[src/rtl/sop_eval_pkg.sv]
// Shared types and constants for the sum-of-products cover evaluator.
package sop_eval_pkg;

    localparam int SOP_DEF_N_IN   = 17;
    localparam int SOP_DEF_N_CUBE = 8;

    // Evaluator control states.
    typedef enum logic [1:0] {
        ST_IDLE = 2'd0,
        ST_EVAL = 2'd1,
        ST_DONE = 2'd2
    } state_t;

    // One cube-table entry at the default input width.
    typedef struct packed {
        logic                    en;
        logic [SOP_DEF_N_IN-1:0] care;
        logic [SOP_DEF_N_IN-1:0] val;
    } cube_t;

    // Storage bits per cube for a given input width.
    function automatic int cube_bits(input int n_in);
        return 2 * n_in + 1;
    endfunction

endpackage

[src/rtl/sop_cube_match.sv]
// Single-cube literal matcher: true when every cared input equals its
// required value and the cube is enabled. An enabled cube with no cared
// literals is the constant-1 cube.
module sop_cube_match #(
    parameter int N_IN = 17
) (
    input  logic [N_IN-1:0] x_i,
    input  logic [N_IN-1:0] care_i,
    input  logic [N_IN-1:0] val_i,
    input  logic            en_i,
    output logic            match_o
);

    assign match_o = en_i && (((x_i ^ val_i) & care_i) == '0);

endmodule

[src/rtl/sop_cover_eval.sv]
// Sequential sum-of-products cover evaluator. One cube of a programmable
// flop-based table is tested per cycle; evaluation stops on the first hit.
module sop_cover_eval
    import sop_eval_pkg::*;
#(
    parameter int N_IN   = SOP_DEF_N_IN,
    parameter int N_CUBE = SOP_DEF_N_CUBE,
    parameter int IW     = $clog2(N_CUBE)
) (
    input  logic            clk,
    input  logic            rst,
    input  logic            cfg_we,
    output logic            cfg_ready,
    input  logic [IW-1:0]   cfg_addr,
    input  logic [N_IN-1:0] cfg_care,
    input  logic [N_IN-1:0] cfg_val,
    input  logic            cfg_en,
    input  logic            cfg_inv,
    input  logic            in_valid,
    output logic            in_ready,
    input  logic [N_IN-1:0] in_x,
    output logic            out_valid,
    input  logic            out_ready,
    output logic            out_y,
    output logic            out_hit,
    output logic [IW-1:0]   out_idx
);

    localparam logic [IW-1:0] LAST_IDX = IW'(N_CUBE - 1);

    state_t          state_q, state_d;
    logic [IW-1:0]   idx_q, idx_d;
    logic [IW-1:0]   oidx_q, oidx_d;
    logic            hit_q, hit_d;
    logic            y_q, y_d;
    logic [N_IN-1:0] x_q;

    logic [N_CUBE-1:0] en_q;
    logic              inv_q;
    logic [N_IN-1:0]   care_q [N_CUBE];
    logic [N_IN-1:0]   val_q  [N_CUBE];

    logic            idle;
    logic            tbl_we;
    logic            accept;
    logic            match;

    assign idle      = (state_q == ST_IDLE);
    assign in_ready  = idle;
    assign cfg_ready = idle;
    assign out_valid = (state_q == ST_DONE);
    assign out_y     = y_q;
    assign out_hit   = hit_q;
    assign out_idx   = oidx_q;

    // Writes outside IDLE are dropped; the writer must wait for cfg_ready.
    assign tbl_we = cfg_we && idle && (int'(cfg_addr) < N_CUBE);
    assign accept = in_valid && idle;

    // Single matcher fed by the table read mux on the current cube index.
    sop_cube_match #(
        .N_IN (N_IN)
    ) u_match (
        .x_i     (x_q),
        .care_i  (care_q[idx_q]),
        .val_i   (val_q[idx_q]),
        .en_i    (en_q[idx_q]),
        .match_o (match)
    );

    // Cube literals and the captured vector are plain data, never reset.
    always_ff @(posedge clk) begin
        if (tbl_we) begin
            care_q[cfg_addr] <= cfg_care;
            val_q[cfg_addr]  <= cfg_val;
        end
        if (accept) begin
            x_q <= in_x;
        end
    end

    // Cube enables and output polarity; cleared by reset to the empty cover.
    always_ff @(posedge clk or posedge rst) begin
        if (rst) begin
            en_q  <= '0;
            inv_q <= 1'b0;
        end else if (tbl_we) begin
            en_q[cfg_addr] <= cfg_en;
            inv_q          <= cfg_inv;
        end
    end

    // Next-state logic: scan cubes in index order, stop on first hit or last cube.
    always_comb begin
        state_d = state_q;
        idx_d   = idx_q;
        oidx_d  = oidx_q;
        hit_d   = hit_q;
        y_d     = y_q;
        case (state_q)
            ST_IDLE: begin
                if (in_valid) begin
                    idx_d   = '0;
                    state_d = ST_EVAL;
                end
            end
            ST_EVAL: begin
                if (match) begin
                    hit_d   = 1'b1;
                    oidx_d  = idx_q;
                    y_d     = ~inv_q;
                    state_d = ST_DONE;
                end else if (idx_q == LAST_IDX) begin
                    hit_d   = 1'b0;
                    oidx_d  = LAST_IDX;
                    y_d     = inv_q;
                    state_d = ST_DONE;
                end else begin
                    idx_d = idx_q + IW'(1);
                end
            end
            ST_DONE: begin
                if (out_ready) begin
                    state_d = ST_IDLE;
                end
            end
            default: begin
                state_d = ST_IDLE;
            end
        endcase
    end

    // Control and result registers.
    always_ff @(posedge clk or posedge rst) begin
        if (rst) begin
            state_q <= ST_IDLE;
            idx_q   <= '0;
            oidx_q  <= '0;
            hit_q   <= 1'b0;
            y_q     <= 1'b0;
        end else begin
            state_q <= state_d;
            idx_q   <= idx_d;
            oidx_q  <= oidx_d;
            hit_q   <= hit_d;
            y_q     <= y_d;
        end
    end

endmodule

[config.mk]
export PLATFORM = sky130hd
export DESIGN_NAME = sop_cover_eval
export DESIGN_NICKNAME = d
export VERILOG_FILES = /design/src/rtl/sop_eval_pkg.sv /design/src/rtl/sop_cube_match.sv /design/src/rtl/sop_cover_eval.sv
export SDC_FILE = /design/constraint.sdc
export NUM_CORES = 1
export LEC_CHECK = 0
export CORE_MARGIN = 5
export CORE_UTILIZATION = 45
export CTS_CLUSTER_DIAMETER = 80
export DETAILED_ROUTE_END_ITERATION = 8
export RECOVER_POWER = 50
export SYNTH_ARGS = -nofsm -noshare
export SYNTH_HDL_FRONTEND = slang
export SYNTH_SLANG_ARGS = --single-unit
[constraint.sdc]
create_clock -name clk -period 10.47 [get_ports clk]
set_input_delay 1.5705 -clock clk [delete_from_list [all_inputs] [get_ports clk]]
set_output_delay 1.5705 -clock clk [all_outputs]
set_load 0.02 [all_outputs]
---- Word-level counts from Yosys, hierarchy flattened ----
Memories as Yosys holds them, arrays and structs flattened.
Cells that the tools add are included.
W data, S select, Z words.
operators by class
  add/subtract/negate cells ............... 1
  eq/ne operators ......................... 8
  reductions and logical operators ........ 11
  multiplexer cells ....................... 22
  $lt $le $gt $ge ......................... 3
  bitwise logic cells ..................... 3
operator list
  operator               count
  $and A17 B17 Y17       1
  $logic_not A17 Y1      1
  $xor A17 B17 Y17       1
  $mux W3                5
  $bwmux W8              1
  $lt A3 B4 Y1 const B   2
  $mux W1                8
  $mux W2                4
  $ne A2 B2 Y1 const B   3
  $pmux W2 S3            1
  $pmux W3 S2            1
  $logic_and A1 B1 Y1    4
  $reduce_and A4 Y1      1
  $reduce_bool A2 Y1     2
  $add A3 B1 Y3 const B  1
  $bmux W1 S3            1
  $demux W1 S3           1
  $eq A3 B3 Y1 const B   1
  $ge A3 B1 Y1 const B   1
  $ne A3 B3 Y1 const B   1
  $reduce_and A3 Y1      1
  $eq A2 B1 Y1 const B   1
  $eq A2 B2 Y1 const B   1
  $logic_not A2 Y1       1
  other kinds (3)        3
word-level totals
  input bits .............................. 61
  bits in writable memories ............... 272
  word-level logic and storage cells ...... 58
  output and inout port bits .............. 8
  memories ................................ 2
  flip-flop bits (word level) ............. 36
memories
  name    depth  bits a word  read ports  clocked after Yosys merged registers in  wr ports  RTL line              text
  care_q  8      17           1           0                                        1         sop_cover_eval.sv:40  logic [N_IN-1:0] care_q [N_CUBE];
  val_q   8      17           1           0                                        1         sop_cover_eval.sv:41  logic [N_IN-1:0] val_q [N_CUBE];

---- Logic depth before layout (Yosys ltp) ----
Gate-level depths: netlist (run 1).
An unclocked memory read counts as a cell.
  depth after elaboration ................. 7
  gate-level depth with buffers ........... 12
  depth with buffers taken out ............ 8

---- By module ----
Synthesis (run 1) repeated with hierarchy kept, for this count alone.
second synthesis, totals
  cell total of the unflattened synthesis .. 522
  area, all modules ....................... 12216.7 um2
by module, submodules not included
  module          cells each  seq. area each (um2)  area an instance (um2)  times used
  sop_cover_eval  492         9153.8                11977.7                 1
  sop_cube_match  30          0.0                   239.0                   1

---- Least setup slack after synthesis (run 1) ----
Ideal clock, no wire load.
  kind .................................... input to register
  start point ............................. in cfg_we
  end point ............................... reg en_q[0]
  stages on the path ...................... 4
  slack ................................... 5510 ps
  required time ........................... 10345 ps
  arrival ................................. 4835 ps
  path buffers ............................ 0
  setup time .............................. 125 ps
  cells stage by stage .................... nand2_1 or2_2 nor3_1 mux2_2
between the ends
  longest elaborated chain between the ends .. 1
RTL lines
  element                         RTL line              text
  start: declaration              sop_cover_eval.sv:12  input logic cfg_we,
  $logic_and A1 B1 Y1             sop_cover_eval.sv:57  assign tbl_we = cfg_we && idle && (int'(cfg_addr) < N_CUBE);
  end signal: indexed assignment  sop_cover_eval.sv:88  en_q[cfg_addr] <= cfg_en;
  end: declaration                sop_cover_eval.sv:38  logic [N_CUBE-1:0] en_q;
Every way passes these cells.
A chain may end at the register's enable or synchronous reset.

---- Final worst setup path (run 1) ----
  start point ............................. reg idx_q[1]
  end point ............................... reg oidx_q[1], in the netlist out_idx[1]
between the ends
  longest elaborated chain between the ends .. 7
  elaborated cells between the ends (all ways) .. 12
  those cells by class .................... 1 x eq/ne; 3 x mux; 2 x bitwise; 4 x reduce/logical; 2 x memory
RTL lines
  element                       RTL line               text
  start: declaration            sop_cover_eval.sv:32   logic [IW-1:0] idx_q, idx_d;
  start signal: assignment      sop_cover_eval.sv:143  idx_q <= idx_d;
  $mem_v2 Z8 W17                n/a
  $xor A17 B17 Y17              sop_cube_match.sv:14   assign match_o = en_i && (((x_i ^ val_i) & care_i) == '0);
  $and A17 B17 Y17              sop_cube_match.sv:14
  $logic_not A17 Y1             sop_cube_match.sv:14
  $logic_and A1 B1 Y1           sop_cube_match.sv:14
  $reduce_bool A2 Y1 (no line)  n/a
  $reduce_and A2 Y1 (no line)   n/a
  end signal: assignment        sop_cover_eval.sv:144  oidx_q <= oidx_d;
  end: declaration              sop_cover_eval.sv:33   logic [IW-1:0] oidx_q, oidx_d;
Several ways; a longest one is shown, not always the timed one. The select of a mux whose other input is x is not followed.

==> reports/results.txt, run 1 <==
The run finished with clean final reports. The tool flagged a number of max-cap violations equal to 0. The highest cell delay on the worst timing path is 770 ps.

Routed via count divided by cell count: 5.48. The reg-to-reg startpoint was idx_q[1]. The count of buffers added on input and output ports is 68.

The synthesized area divided by synthesized cell count was 18.0 µm². The hold path depth came out at 1. On the final layout, the worst hold slack is 507 ps. The total track usage was 0.163. The synthesized netlist contains 53 unique library cells.

The number of antenna diodes in the final layout is 0. Counting I/O delays and the setup requirement, the final critical path takes 3800 ps. The most frequently used cell type in the post-synthesis netlist was sky130_fd_sc_hd__edfxtp_1. STA classifies the critical path startpoint as a flip-flop.

The starting utilization of the core area is 0.459, and the cell count of the worst reg-to-reg path is 9. The overall via count from detail_route was 6042; the maximum vdd drop was 0.115 mV. The max-slew violation count came out at 0. The proportion of total power due to net switching came out at 0.280.

TritonCTS built the clock tree. The logs give 26200 µm² for the area of the core and 0.743 for the final weighted congestion in routability-driven placement. The die width was 173 µm; the post-synthesis cell area was 12000 µm².

The die covers 30100 µm². The total number of nets in the final design was 807. The analysis attributes to cell leakage a power of 0.00467 µW. The area share of the largest cell type after synthesis works out to 0.722. The worst setup path is captured at a flip-flop. The count of mapped cells out of synthesis was 669. The commonest cells after synthesis are sky130_fd_sc_hd__edfxtp_1, sky130_fd_sc_hd__xor2_1, sky130_fd_sc_hd__nand2_1.

The first global-routing pass estimated 38000 µm of wire. Based on the critical path, the design can be clocked at up to 0.263 GHz. In the synthesized netlist the dominant register cell turns out to be sky130_fd_sc_hd__edfxtp_1. The normalized max-slew margin was 0.142. For the worst-case setup margin in the final layout, the log shows 6670 ps. The number of antenna violations at the first check in global routing was 0. The tools report the total placed cells including tap cells as 1046.

The sink count of the clock tree was 308. The logs give 0.317 for the clock group share of total power and 4230 ps for the signal arrival time at the worst endpoint. In this run, synthesis inferred 289 flip-flops with an integrated enable. The signal on the critical path passes through buf_4 > mux2i_1 > xor2_1 > nor3_1 > a311oi_1 > o2111ai_1 > or4_1 > and2_4 > o32a_1.

Type of the tightest min-delay check: reg -> reg. The half-perimeter wire length of the detailed placement result is 15100 µm, and the count of cells resized by post-cts repair is 0. The vertical die dimension came out at 173 µm. After clock tree synthesis, the clock-pin slew on the worst setup and hold paths is 60 ps.

The final layout contains routed wiring with a total length of 24700 µm. I/O pin count: 69. The number of remaining DRC errors came out at 0. The number of nets produced by synthesis came out at 732. In this run the most critical hold path is launched from en_q[3]. The synthesis-stage register bit count was 308; the H-tree depth was 1. No sink is reached through more buffers than the 3 on the longest clock path. The portion of the post-synthesis area used by sequential elements was 0.762; the total number of placement rows was 59. The later pin in the worst-skew pair is clocked with a latency of 540 ps. Sequential group share of total power: 0.481. Sorting the synthesized cells by area gives the leading types as sky130_fd_sc_hd__edfxtp_1, sky130_fd_sc_hd__xor2_1, sky130_fd_sc_hd__dfrtp_1. The logs give 6440 ps for the worst setup timing slack at the placement stage and 6511 for the via count of the first global-routing pass. The logs give 0 for the count of yosys warnings during synthesis and 3160 µW for the total power.

Summed over all instances, the cell type with the most area after synthesis is sky130_fd_sc_hd__edfxtp_1. Setup violations remaining at the end of the flow were counted as 0. The fraction of final layout cells sized beyond drive strength 1 was 0.104. The largest clock skew in the final design came out at 5.21 ps. The run gives 5 as the number of detailed-routing iterations run before antenna repair.

The residual antenna-violating net count after detailed routing was 0. In this run the worst setup path begins at idx_q[1]. The part of the power in combinational logic was 0.202; the worst-margin pin slew was 1280 ps. The run gives 2270 µW as the internal power. The finished layout holds 1103 standard cells, fillers aside. The area growth from synthesis to layout is 16.0%. For the number of DRC violations after detailed-routing iteration 0, the log shows 451. The pin count of the biggest net entering global routing is 72. The run gives 0 as the post-CTS setup-driven buffer insertion count. The net load switching power came out at 884 µW. For this run the aggregate overflow at the end of global routing stands at 0.

The count of hold buffers inserted by post-cts repair is 0, and the maximum fanout along the worst path is 71. The proportion of synthesized flip-flops having asynchronous set or reset works out to 0.0617. Setup repair after global routing left no endpoint under its margin.

The tools report the total clock buffers created by CTS as 31. The tools report the root cell of the clock tree as sky130_fd_sc_hd__clkbuf_16. The total negative setup slack is 0 ps. After detailed routing, the average wire length per cell comes to 22.4 µm. The final clock period utilization by the worst path came out at 0.363.

The tools report the critical path required time as 10900 ps. The number of hold violations in the final report is 0. The critical path is of the reg -> reg type. For this design the ratio of total power to cell area is 226 nW/µm². The worst-path cell with the longest stage delay was sky130_fd_sc_hd__buf_4.
metrics by stage:
stage / utilization / area [µm²]
6_report: 0.532 / 13900
5_1_grt: 0.532 / 13900
4_1_cts: 0.532 / 13900
3_5_place_dp: 0.497 / 13000
3_3_place_gp: 0.497 / 13000
2_1_floorplan: - / 12000
path summary, 6_finish.rpt:
| path | end | slack (ps) |
|---|---|---|
| worst min register to register | en_q[3] | 510 |
| worst max register to register | out_idx[1] | 6670 |
| min in group asynchronous | state_q[1] | 1600 |
| max in group asynchronous | idx_q[1] | 8320 |
| worst max-delay path | out_idx[1] | 6670 |
| worst min-delay path | en_q[3] | 510 |
power groups by stage:
stage                     Clock [µW]  Combinational, µW  Sequential, µW
after floorplan                    0                488            1500
after global placement             0                639            1540
after detailed placement           0                651            1540
after CTS                       1020                654            1520
after global routing            1080                686            1530
final                           1000                638            1520
flip-flops by register name, indices dropped and copies added (netlist names):
| register | count |
|---|---|
| care_q | 136 |
| idx_q | 3 |
| out_hit | 1 |
| out_y | 1 |
| inv_q | 1 |
| x_q | 17 |
| val_q | 136 |
| state_q | 2 |
| out_idx | 3 |
| en_q | 8 |
worst max-delay path, delay by kind of cell (launching register included):
kind | cells | cell delay (ps)
and+or+nand+nor | 3 | 1010
buffers and inverters | 1 | 770
AOI/OAI and AO/OA | 3 | 770
DFF | 1 | 580
muxes | 1 | 320
xor gates and xnor gates | 1 | 160
final cells by class:
class | instances | area, µm²
fill | 2059 | 12300
clock buffer | 38 | 802
timing repair buffer | 73 | 718
clock inverter | 19 | 116
sequential | 308 | 9160
multi-input combinational | 315 | 2670
inverter | 15 | 56.3
tap | 335 | 419
placed cells by master, fill, tap and decap left out, types with 13 or more instances in the layout:
cell type	count
sky130_fd_sc_hd__a21oi_1	14
sky130_fd_sc_hd__a22oi_1	13
sky130_fd_sc_hd__clkbuf_16	31
sky130_fd_sc_hd__clkdlybuf4s50_1	15
sky130_fd_sc_hd__dfrtp_1	17
sky130_fd_sc_hd__dlygate4sd3_1	53
sky130_fd_sc_hd__edfxtp_1	289
sky130_fd_sc_hd__inv_1	14
sky130_fd_sc_hd__mux2i_1	26
sky130_fd_sc_hd__mux4_2	14
sky130_fd_sc_hd__nand2_1	33
sky130_fd_sc_hd__nand3_1	14
sky130_fd_sc_hd__nor2_1	14
sky130_fd_sc_hd__xor2_1	77
metal layers:
metal / GRT usage / vias up / share of wire
met5: 0 / - / 0
li1: - / 2763 / -
met1: 0.218 / 3073 / 0.43
met4: 0.0466 / 0 / 0.024
met2: 0.276 / 164 / 0.49
met3: 0.0297 / 42 / 0.051
kinds of logic (layout without fill, tap and decap cells):
| family | Yosys count | after routing | share of synthesized area |
|---|---|---|---|
| AND/OR/NAND/NOR | 101 | 101 | 0.0403 |
| AO/OA/AOI/OAI | 77 | 77 | 0.0481 |
| XOR/XNOR | 80 | 80 | 0.0583 |
| multiplexers | 55 | 55 | 0.0695 |
| flip-flops | 308 | 308 | 0.762 |
| buffers and inverters | 46 | 145 | 0.0200 |
| adder cells (fa/ha/maj) | 2 | 2 | 0.00208 |
Note: power is estimated with default switching activity, not from simulation.
==> run 2, diff against run 1 <==
==> constraint.sdc (replaced) <==
create_clock -name clk -period 3.55 [get_ports clk]
set_input_delay 0.5325 -clock clk [delete_from_list [all_inputs] [get_ports clk]]
set_output_delay 0.5325 -clock clk [all_outputs]
set_load 0.02 [all_outputs]
==> reports/results.txt, run 2 (synthesis results as in run 1) <==
Starting utilization of the core area: 0.459. The final number of setup-violating endpoints was 0. The overflow left after global routing is 0, and the die width is 173 µm.

The highest cell delay on the worst timing path is 720 ps. The growth of design area from synthesis to finish works out to 17.9%. The total number of nets in the final design was 817. Among cell families on the critical path, the largest total delay comes from simple AND/OR/NAND/NOR gates. In this run the post-CTS setup repair buffer count came out at 0. The routed via count divided by cell count was 5.49.

The root cell of the clock tree is sky130_fd_sc_hd__clkbuf_16. The critical path buffer and inverter count works out to 1. TritonCTS created 31 clock buffers. The post-placement cell area was 13200 µm²; the total of fill cells in the finished design was 2052. Entering global routing, the biggest net connects 43 pins. The worst setup path is launched from a flip-flop. The tools report the sort of element at the end of the critical path as a flip-flop. The fraction of final layout cells sized beyond drive strength 1 came out at 0.121.

The type of the setup path with the least slack is reg -> reg. The leakage power of the design came out at 0.00478 µW. The final clock period utilization by the worst path came out at 0.926. Max-slew violation count: 0.

The number of antenna violations at the first check in global routing is 0. The worst-margin pin slew was 1450 ps; the maximum achievable frequency was 0.304 GHz. The tools report the I/O pin count as 69. The routed layout has 6113 vias. The insertion delay of the later-clocked pin in the worst-skew pair is 550 ps. The number of DRC violations after detailed-routing iteration 0 was 434. The repair_antennas step left the layout with diodes totalling 0. Summing all non-filler instances in the final layout gives an area of 14200 µm².

The routed design could run at a clock period as short as 3290 ps. The number of max-cap violations is 0, and the die area is 30100 µm². The routed wire length was 25500 µm. The run gives 0.0328 as the normalized max-slew margin.

In this run the power density over the cells is 672 nW/µm². The tools report the maximum clock insertion buffer count as 3. Worst-path cell with the longest stage delay: sky130_fd_sc_hd__dfrtp_4. The average wire per standard cell is 22.9 µm, and the largest clock skew in the final design is 7.85 ps.

The library cell used most frequently in the layout, excluding fill and tap cells, is sky130_fd_sc_hd__edfxtp_1. For this design, the CTS-stage hold fixing added 0 buffers. The logs give 0 for the residual antenna-violating net count after detailed routing and 0 for the count of cells resized by post-cts repair. The half-perimeter wire length of the detailed placement result was 16000 µm.

Summing all multi-input logic gate instances after layout gives 2680 µm². The run gives 308 as the sink count of the clock tree. Summed over all failing endpoints, the final setup total negative slack is 0 ps.

VDD sags by at most 0.325 mV. Of all nets on the critical path, the largest fanout is 42. The logs give 0 for the number of hold violations in the final report and 0.167 for the total track usage. The run gives 0 as the number of remaining DRC errors. The first-pass GRT wire length is 38900 µm, and the critical path required time is 3990 ps.

The number of input and output port buffers inserted works out to 68. TritonCTS built the clock tree. The min-delay analysis places its worst path in the category reg -> reg. The top cell types in the final layout, fill and taps aside, are sky130_fd_sc_hd__edfxtp_1, sky130_fd_sc_hd__xor2_1, sky130_fd_sc_hd__dlygate4sd3_1. The via count of the first global-routing pass is 6476.

The flow ran to the end, and the final reports show no timing, DRC or antenna violations. The largest registers in the layout are care_q: 136 flops, val_q: 136 flops, x_q: 17 flops. Setup repair after global routing left no endpoint under its margin.

STA puts the critical path data arrival time at 3720 ps. Summing all flip-flop and latch instances after layout gives 9160 µm². The number of detailed-routing iterations run before antenna repair is 5. By instance count, the cell type seen most on the critical path is sky130_fd_sc_hd__or4_1. The congestion estimate from routability-driven global placement came to 0.783. The H-tree depth was 1; the total number of placement rows was 59. In this run the standard cell core region covers 26200 µm².

The critical path goes through buf_4 > and3_1 > or4_1 > o22ai_1 > nand3_1 > or4_1 > and2_4 > o32a_1. Measured along the y axis, the die boundary spans 173 µm. After clock tree synthesis, the clock-pin slew on the worst setup and hold paths is 60 ps.
[run 2: changes by cell type in the layout (fill, tap and decap cells not counted), sizes merged]
cell / before / now
clkbuf: 38 / 42
clkdlybuf4s50: 15 / 16
dlygate4sd3: 53 / 52
bufinv: 1 / 2
clkinv: 16 / 15
clkinvlp: 2 / 0
buf: 5 / 14
[run 2: per-layer routing]
layer,global-route usage,part of all wire
met5,0,0
met4,0.0303,0.015
met3,0.0279,0.046
met2,0.283,0.49
met1,0.234,0.44
[run 2: final timing paths]
path	cells after the start	endpoint	start	slack, ps
worst max-delay path	8	out_idx[1]	idx_q[1]	260
worst min register to register	1	en_q[4]	en_q[4]	510
worst min-delay path	1	en_q[4]	en_q[4]	510
worst max register to register	8	out_idx[1]	idx_q[1]	260
max in group asynchronous	2	idx_q[1]	rst	2410
min in group asynchronous	2	idx_q[1]	rst	570
[run 2: stage by stage]
step | power [µW] | util | instances | setup WS, ps | hold WS [ps]
final | 9520 | 0.540 | 1114 | 262 | 515
after global routing | 9950 | 0.540 | 1114 | 141 | 535
after CTS | 9630 | 0.541 | 1114 | 262 | 437
after detailed placement | 6560 | 0.504 | 1056 | 266 | 503
after global placement | 6530 | 0.504 | 1056 | 277 | 491
after floorplan | 5850 | - | 669 | 229 | 480
[run 2: cell type report]
cell class,instances,area share
Timing Repair Buffer,83,0.0628
Tap cell,335,0.0296
Sequential cell,308,0.647
Multi-Input combinational cell,315,0.189
Inverter,15,0.00398
Clock buffer,41,0.0581
Clock inverter,17,0.00936
[run 2: where the power goes]
group	switching (µW)	leakage, µW	internal (µW)
Clock	1310	0.000476	1770
Combinational	1060	0.00147	867
Sequential	282	0.00283	4230
Total	2660	0.00478	6870
[run 2: worst register-to-register path: stages, from the launching register on]
cell,delay [ps]
sky130_fd_sc_hd__dfrtp_4,720
sky130_fd_sc_hd__buf_4,280
sky130_fd_sc_hd__and3_1,160
sky130_fd_sc_hd__or4_1,530
sky130_fd_sc_hd__o22ai_1,260
sky130_fd_sc_hd__nand3_1,170
sky130_fd_sc_hd__or4_1,560
sky130_fd_sc_hd__and2_4,210
sky130_fd_sc_hd__o32a_1,280
